## config.mk

```make
export PLATFORM = sky130hd
export DESIGN_NAME = fetch_stage_flat
export DESIGN_NICKNAME = d
export VERILOG_FILES = /design/src/rtl/fetch_stage_pkg.sv /design/src/rtl/fetch_stage_if.sv /design/src/rtl/fetch_pc_reg.sv /design/src/rtl/fetch_stage.sv /design/src/flat_wrapper.sv
export SDC_FILE = /design/constraint.sdc
export NUM_CORES = 1
export LEC_CHECK = 0
export CORE_MARGIN = 2
export CORE_UTILIZATION = 38
export CTS_CLUSTER_DIAMETER = 100
export DETAILED_ROUTE_END_ITERATION = 8
export HOLD_SLACK_MARGIN = 0.03
export PLACE_DENSITY_LB_ADDON = 0.08
export SLEW_MARGIN = 30
export SYNTH_ARGS = -nofsm -noshare
export SYNTH_HDL_FRONTEND = slang
export SYNTH_SLANG_ARGS = --single-unit
```

## constraint.sdc

```tcl
create_clock -name CLK -period 1.8 [get_ports CLK]
set_clock_uncertainty 0.1 [all_clocks]
set_input_delay 0.27 -clock CLK [delete_from_list [all_inputs] [get_ports CLK]]
set_output_delay 0.27 -clock CLK [all_outputs]
set_load 0.02 [all_outputs]
```

## src/rtl/fetch_stage_pkg.sv

```systemverilog
// Shared fetch/decode definitions: instruction encodings, opcodes and fetch FSM states.
// Imported by the fetch stage and by the decoder.
package fetch_stage_pkg;

    localparam int unsigned DEF_ADDR_W  = 8;
    localparam int unsigned DEF_INSTR_W = 16;

    localparam logic [7:0]  DEF_RESET_PC  = 8'h00;
    localparam logic [15:0] DEF_HALT_WORD = 16'h0001;
    localparam logic [15:0] NOP_WORD      = 16'h0000;

    localparam logic [3:0] OP_ADDI = 4'b0101;
    localparam logic [3:0] OP_BEQ  = 4'b1000;
    localparam logic [3:0] OP_BNE  = 4'b1001;
    localparam logic [3:0] OP_BLTZ = 4'b1011;

    typedef enum logic {
        RUN     = 1'b0,
        HALT_ST = 1'b1
    } fetch_state_e;

endpackage

```

## src/rtl/fetch_stage_if.sv

```systemverilog
// Fetch-stage bus: control from downstream, instruction RAM port and the IF/ID register outputs.
interface fetch_stage_if #(
    parameter int unsigned ADDR_W  = 8,
    parameter int unsigned INSTR_W = 16
);
    logic               STALL;
    logic               REDIRECT;
    logic [ADDR_W-1:0]  REDIRECT_ADDR;
    logic [ADDR_W-1:0]  IMEM_ADDR;
    logic [INSTR_W-1:0] IMEM_Q;
    logic               IF_VALID;
    logic [INSTR_W-1:0] IF_INSTR;
    logic [ADDR_W-1:0]  IF_PC;
    logic [ADDR_W-1:0]  IF_PC_NEXT;
    logic               HALTED;

    modport master (
        input  STALL, REDIRECT, REDIRECT_ADDR, IMEM_Q,
        output IMEM_ADDR, IF_VALID, IF_INSTR, IF_PC, IF_PC_NEXT, HALTED
    );

    modport slave (
        output STALL, REDIRECT, REDIRECT_ADDR, IMEM_Q,
        input  IMEM_ADDR, IF_VALID, IF_INSTR, IF_PC, IF_PC_NEXT, HALTED
    );
endinterface

```

## src/rtl/fetch_pc_reg.sv

```systemverilog
// Program counter with +2 incrementer, redirect mux and bit-0 masking.
module fetch_pc_reg #(
    parameter int unsigned       ADDR_W   = 8,
    parameter logic [ADDR_W-1:0] RESET_PC = '0
) (
    input  logic              CLK,
    input  logic              RESET_N,
    input  logic              HOLD,
    input  logic              REDIRECT,
    input  logic [ADDR_W-1:0] REDIRECT_ADDR,
    output logic [ADDR_W-1:0] PC,
    output logic [ADDR_W-1:0] PC_PLUS2
);

    localparam logic [ADDR_W-1:0] HALFWORD_MASK = ~ADDR_W'(1);

    logic [ADDR_W-1:0] pc_q;

    assign PC       = pc_q;
    assign PC_PLUS2 = pc_q + ADDR_W'(2);

    // Redirect beats hold; instructions are half-word aligned so bit 0 is always cleared.
    always_ff @(posedge CLK or negedge RESET_N) begin
        if (!RESET_N) begin
            pc_q <= RESET_PC & HALFWORD_MASK;
        end else if (REDIRECT) begin
            pc_q <= REDIRECT_ADDR & HALFWORD_MASK;
        end else if (!HOLD) begin
            pc_q <= PC_PLUS2;
        end
    end

endmodule

```

## src/rtl/fetch_stage.sv

```systemverilog
// Instruction-fetch stage: drives the instruction RAM address, fills the IF/ID register,
// and handles stall, branch redirect/flush and the HALT freeze.
module fetch_stage
    import fetch_stage_pkg::*;
#(
    parameter int unsigned        ADDR_W    = DEF_ADDR_W,
    parameter int unsigned        INSTR_W   = DEF_INSTR_W,
    parameter logic [ADDR_W-1:0]  RESET_PC  = ADDR_W'(DEF_RESET_PC),
    parameter logic [INSTR_W-1:0] HALT_WORD = INSTR_W'(DEF_HALT_WORD)
) (
    input  logic          CLK,
    input  logic          RESET_N,
    fetch_stage_if.master bus
);

    fetch_state_e       state;
    logic [ADDR_W-1:0]  pc;
    logic [ADDR_W-1:0]  pc_plus2;
    logic               is_halt_word;
    logic               pc_hold;
    logic               if_valid;
    logic [INSTR_W-1:0] if_instr;
    logic [ADDR_W-1:0]  if_pc;
    logic [ADDR_W-1:0]  if_pc_next;
    logic               halted;

    assign is_halt_word = (bus.IMEM_Q == HALT_WORD);
    // PC freezes on the HALT word itself, so IMEM_ADDR keeps pointing at it while halted.
    assign pc_hold      = bus.STALL || (state == HALT_ST) || is_halt_word;

    fetch_pc_reg #(
        .ADDR_W   (ADDR_W),
        .RESET_PC (RESET_PC)
    ) u_pc (
        .CLK           (CLK),
        .RESET_N       (RESET_N),
        .HOLD          (pc_hold),
        .REDIRECT      (bus.REDIRECT),
        .REDIRECT_ADDR (bus.REDIRECT_ADDR),
        .PC            (pc),
        .PC_PLUS2      (pc_plus2)
    );

    always_ff @(posedge CLK or negedge RESET_N) begin
        if (!RESET_N) begin
            state      <= RUN;
            halted     <= 1'b0;
            if_valid   <= 1'b0;
            if_instr   <= '0;
            if_pc      <= '0;
            if_pc_next <= '0;
        end else if (bus.REDIRECT) begin
            state    <= RUN;
            halted   <= 1'b0;
            if_valid <= 1'b0;
        end else if (bus.STALL) begin
            state <= state;
        end else if (state == HALT_ST) begin
            if_valid <= 1'b0;
        end else begin
            if_instr   <= bus.IMEM_Q;
            if_pc      <= pc;
            if_pc_next <= pc_plus2;
            if_valid   <= 1'b1;
            if (is_halt_word) begin
                state  <= HALT_ST;
                halted <= 1'b1;
            end
        end
    end

    assign bus.IMEM_ADDR  = pc;
    assign bus.IF_VALID   = if_valid;
    assign bus.IF_INSTR   = if_instr;
    assign bus.IF_PC      = if_pc;
    assign bus.IF_PC_NEXT = if_pc_next;
    assign bus.HALTED     = halted;

endmodule

```

## src/flat_wrapper.sv

```systemverilog
// flat-port wrapper written by rule: the top's interface ports become plain ports
module fetch_stage_flat import fetch_stage_pkg::*;
#(
    parameter int unsigned        ADDR_W    = DEF_ADDR_W,
    parameter int unsigned        INSTR_W   = DEF_INSTR_W,
    parameter logic [ADDR_W-1:0]  RESET_PC  = ADDR_W'(DEF_RESET_PC),
    parameter logic [INSTR_W-1:0] HALT_WORD = INSTR_W'(DEF_HALT_WORD)
)
  (CLK, RESET_N, bus_STALL, bus_REDIRECT, bus_REDIRECT_ADDR, bus_IMEM_Q, bus_IMEM_ADDR, bus_IF_VALID, bus_IF_INSTR, bus_IF_PC, bus_IF_PC_NEXT, bus_HALTED);
  fetch_stage_if #(.ADDR_W(ADDR_W), .INSTR_W(INSTR_W)) bus_i ();
  input  logic CLK;
  input  logic RESET_N;
  input wire logic [$bits(bus_i.STALL)-1:0] bus_STALL;
  input wire logic [$bits(bus_i.REDIRECT)-1:0] bus_REDIRECT;
  input wire logic [$bits(bus_i.REDIRECT_ADDR)-1:0] bus_REDIRECT_ADDR;
  input wire logic [$bits(bus_i.IMEM_Q)-1:0] bus_IMEM_Q;
  output wire logic [$bits(bus_i.IMEM_ADDR)-1:0] bus_IMEM_ADDR;
  output wire logic [$bits(bus_i.IF_VALID)-1:0] bus_IF_VALID;
  output wire logic [$bits(bus_i.IF_INSTR)-1:0] bus_IF_INSTR;
  output wire logic [$bits(bus_i.IF_PC)-1:0] bus_IF_PC;
  output wire logic [$bits(bus_i.IF_PC_NEXT)-1:0] bus_IF_PC_NEXT;
  output wire logic [$bits(bus_i.HALTED)-1:0] bus_HALTED;
  assign bus_i.STALL = bus_STALL;
  assign bus_i.REDIRECT = bus_REDIRECT;
  assign bus_i.REDIRECT_ADDR = bus_REDIRECT_ADDR;
  assign bus_i.IMEM_Q = bus_IMEM_Q;
  assign bus_IMEM_ADDR = bus_i.IMEM_ADDR;
  assign bus_IF_VALID = bus_i.IF_VALID;
  assign bus_IF_INSTR = bus_i.IF_INSTR;
  assign bus_IF_PC = bus_i.IF_PC;
  assign bus_IF_PC_NEXT = bus_i.IF_PC_NEXT;
  assign bus_HALTED = bus_i.HALTED;
  fetch_stage #(.ADDR_W(ADDR_W), .INSTR_W(INSTR_W), .RESET_PC(RESET_PC), .HALT_WORD(HALT_WORD)) u_core (.CLK(CLK), .RESET_N(RESET_N), .bus(bus_i));
endmodule
```

==> results.txt <==
Area growth syn-to-layout: 52.86%
drt pass-1 iters: 4
FF-to-FF End: u_core.u_pc.PC[7]
core box area: 4384 sq um
worst r2r path cells: 5
Max-slew headroom: 0.5881
Post-synth EDFFs: 0
Fmax: 576.7 MHz
top cell type's share of synthesized area: 0.5785
CTS H-tree lvls: 2
largest net degree at the start of global routing: 29
Remaining DRCs: 0
Crit. End Element: flop
FILL cells: 359
ANT cells: 0
Synth Warn #: 0
total negative slack: 0 ns
synth cell count leaders: 40 x dfrtp_1, 24 x mux2_2, 16 x nor2_1, 8 x a21oi_1, 7 x a31oi_1
WHS: 0.3874 ns
Reg-to-Reg Start: u_core.u_pc.PC[1]
gr usage total: 0.1692
Longest Clk Path Bufs: 2
Synth Flop Type: dfrtp_1
initial antenna violation count: 0
clock sinks: 40
number of synthesized register bits: 40
GR Overflow Total: 0
status: finished clean
RSZ-0062 raised after global routing: false
later-pin clock latency in the skew report: 0.29 ns
crit share post-route: 0.9633
crit start category: input port
largest area contributor in the netlist: dfrtp_1
Routed WL per cell: 14.17 microns
Clk pwr share: 0.274
Post-Route WL: 3.898 mm
Initial Util: 0.3947
Arr. time, crit path: 1.84 ns
# Max-Cap Violations: 0
vias per cell: 5.040
Pleak: 1.104 nW
# setup viols final: 0
synthesized area: 1730 sq um
crit-path max FO: 16
Mean Syn Cell Area: 12.02 sq um
CTS clk-pin slew, worst paths: 0.07 ns
hpwl dp: 2.904 mm
placer congestion estimate: 0.7777
main area contributors after synthesis: dfrtp_1 58%, mux2_2 16%, nor2_1 3.5%
# IOs: 70
CTS tree: done
Die ar.: 5109 sq um
Synth cell types: 28
Hold/Removal Path Class: reg2reg
DIE HEIGHT: 71.48 microns
Final WS setup: 0.06598 ns
first-pass GRT wire length: 6.706 mm
Power Density: 990.2 nW/um^2
most instantiated library cell after synthesis: dfrtp_1
Root Buffer: clkbuf_8
initial DRC count: 88
Worst-Margin Slew: 0.6178 ns
Final ANT Viol Nets: 0
FF-to-FF setup slack: 0.13 ns
Hold Path Origin: u_core.bus.IF_PC_NEXT[1]
Seq/Total Area, Yosys: 0.5785
Die X: 71.48 microns
Final Hold Violating Endpoints: 0
Power Total: 2.619 mW
Net Sw Power: 758.5 uW
hold endpoint: u_core.bus.IF_PC_NEXT[1]
# port buffers: 65
share of cells above drive strength 1: 0.2287
Final nets: 251
number of global-route vias before repair: 1,413
Switching Fraction: 0.2896
count of pins over their slew limit: 0
Core Util, Final: 0.6033
Syn Inst Count: 144
vias post-DR: 1,386
WS Path Type: in2reg
internal power: 1.861 mW
postcts setup bufs: 0
min Tclk post-route: 1.734 ns
Rows: 24
cell depth of the worst hold path: 2
share of total power in sequential cells: 0.428
CP required: 1.91 ns
peak supply drop: 0.4932 mV
pre-CTS setup slack: -0.2801 ns
ys async rst share: 1.000
CTS Buf Count: 5
Comb power frac: 0.297
-- routing by layer --
| metal | track usage | share of wire | routed length [microns] |
|---|---|---|---|
| met5 | 0 | 0 | 0 |
| met4 | 0.06080 | 0.012 | 47 |
| met3 | 0.06329 | 0.076 | 297 |
| met2 | 0.2634 | 0.46 | 1798 |
| met1 | 0.2168 | 0.45 | 1754 |
-- power by group through the flow --
| stage | logic (mW) | registers, mW | clock network, mW |
|---|---|---|---|
| floorplan | 0.200 | 1.30 | 0 |
| global placement | 0.781 | 1.13 | 0 |
| detailed placement | 0.789 | 1.14 | 0 |
| CTS | 0.792 | 1.12 | 0.745 |
| global route | 0.835 | 1.14 | 0.793 |
| finish | 0.779 | 1.12 | 0.719 |
-- logic make-up (layout without fill, tap and decap cells) --
| family | count (synthesis) | after routing | share of synthesized area |
|---|---|---|---|
| xor+xnor | 5 | 5 | 0.02531 |
| other cells | 1 | 3 | 0.002167 |
| buf+inv | 11 | 88 | 0.03254 |
| simple gates | 39 | 39 | 0.1208 |
| compound gates | 23 | 23 | 0.07737 |
| mux | 24 | 24 | 0.1562 |
| flops | 40 | 40 | 0.5785 |
| fa+ha+maj | 1 | 1 | 0.007230 |
-- worst max-delay path: stages --
cell and delay (ns):
clkdlybuf4s50_1 0.42, nor4b_1 0.16, and4_1 0.21, buf_12 0.15, or4_1 0.48, a31oi_1 0.15
-- worst max path at each step --
stage | slack [ns] | startpoint | to | cells past startpoint
finish | 0.07 | bus_IMEM_Q[0] | u_core.u_pc.PC[7] | 6
global route | 0.004 | u_core.u_pc.PC[1] | bus_IMEM_ADDR[1] | 1
CTS | 0.0004 | u_core.u_pc.PC[3] | bus_IMEM_ADDR[3] | 2
detailed placement | -0.28 | bus_IMEM_Q[0] | u_core.u_pc.PC[7] | 6
global placement | -0.20 | bus_IMEM_Q[0] | u_core.u_pc.PC[7] | 6
floorplan | 0.05 | u_core.u_pc.PC[3] | u_core.u_pc.PC[6] | 4
-- timing repair --
action	CTS	global route
gates resized for setup	1	3
pin swaps	0	1
endpoints found under the hold margin	26	0
endpoints found under the setup margin	1	4
hold buffers	1	0
-- cell type report --
type                    instances  area, sq um  share of cell area
inverters                       2        7.507            0.002838
flip-flops and latches         40         1003              0.3794
clock buffers                   5        68.82             0.02602
repair buffers                 78        777.0              0.2938
clock inverters                 3        42.54             0.01608
multi-input cells              95        680.7              0.2573
well taps                      52        65.06             0.02460
-- cells in the final DEF (no fill, tap or decap), types with 4 or more instances in the layout --
master / instances
a21oi_1: 8
a31oi_1: 7
buf_4: 10
clkbuf_8: 5
clkdlybuf4s50_1: 60
dfrtp_1: 38
mux2_2: 24
nand2_1: 5
nor2_1: 16
o21ai_0: 4
o31ai_1: 4
or4_1: 4
-- stage by stage --
stage               cells  area (sq um)
global route          275          2645
CTS                   275          2638
floorplan             146          1740
finish                275          2645
global placement      266          2517
detailed placement    266          2517
-- state kept, by name (all words and copies together) (netlist names) --
| signal | count |
|---|---|
| u_core.bus.IF_VALID | 1 |
| u_core.bus.IF_INSTR | 16 |
| u_core.bus.IF_PC | 7 |
| u_core.u_pc.PC | 7 |
| u_core.bus.HALTED | 1 |
| u_core.state | 1 |
| u_core.bus.IF_PC_NEXT | 7 |
(Power assumes the default switching activity.)
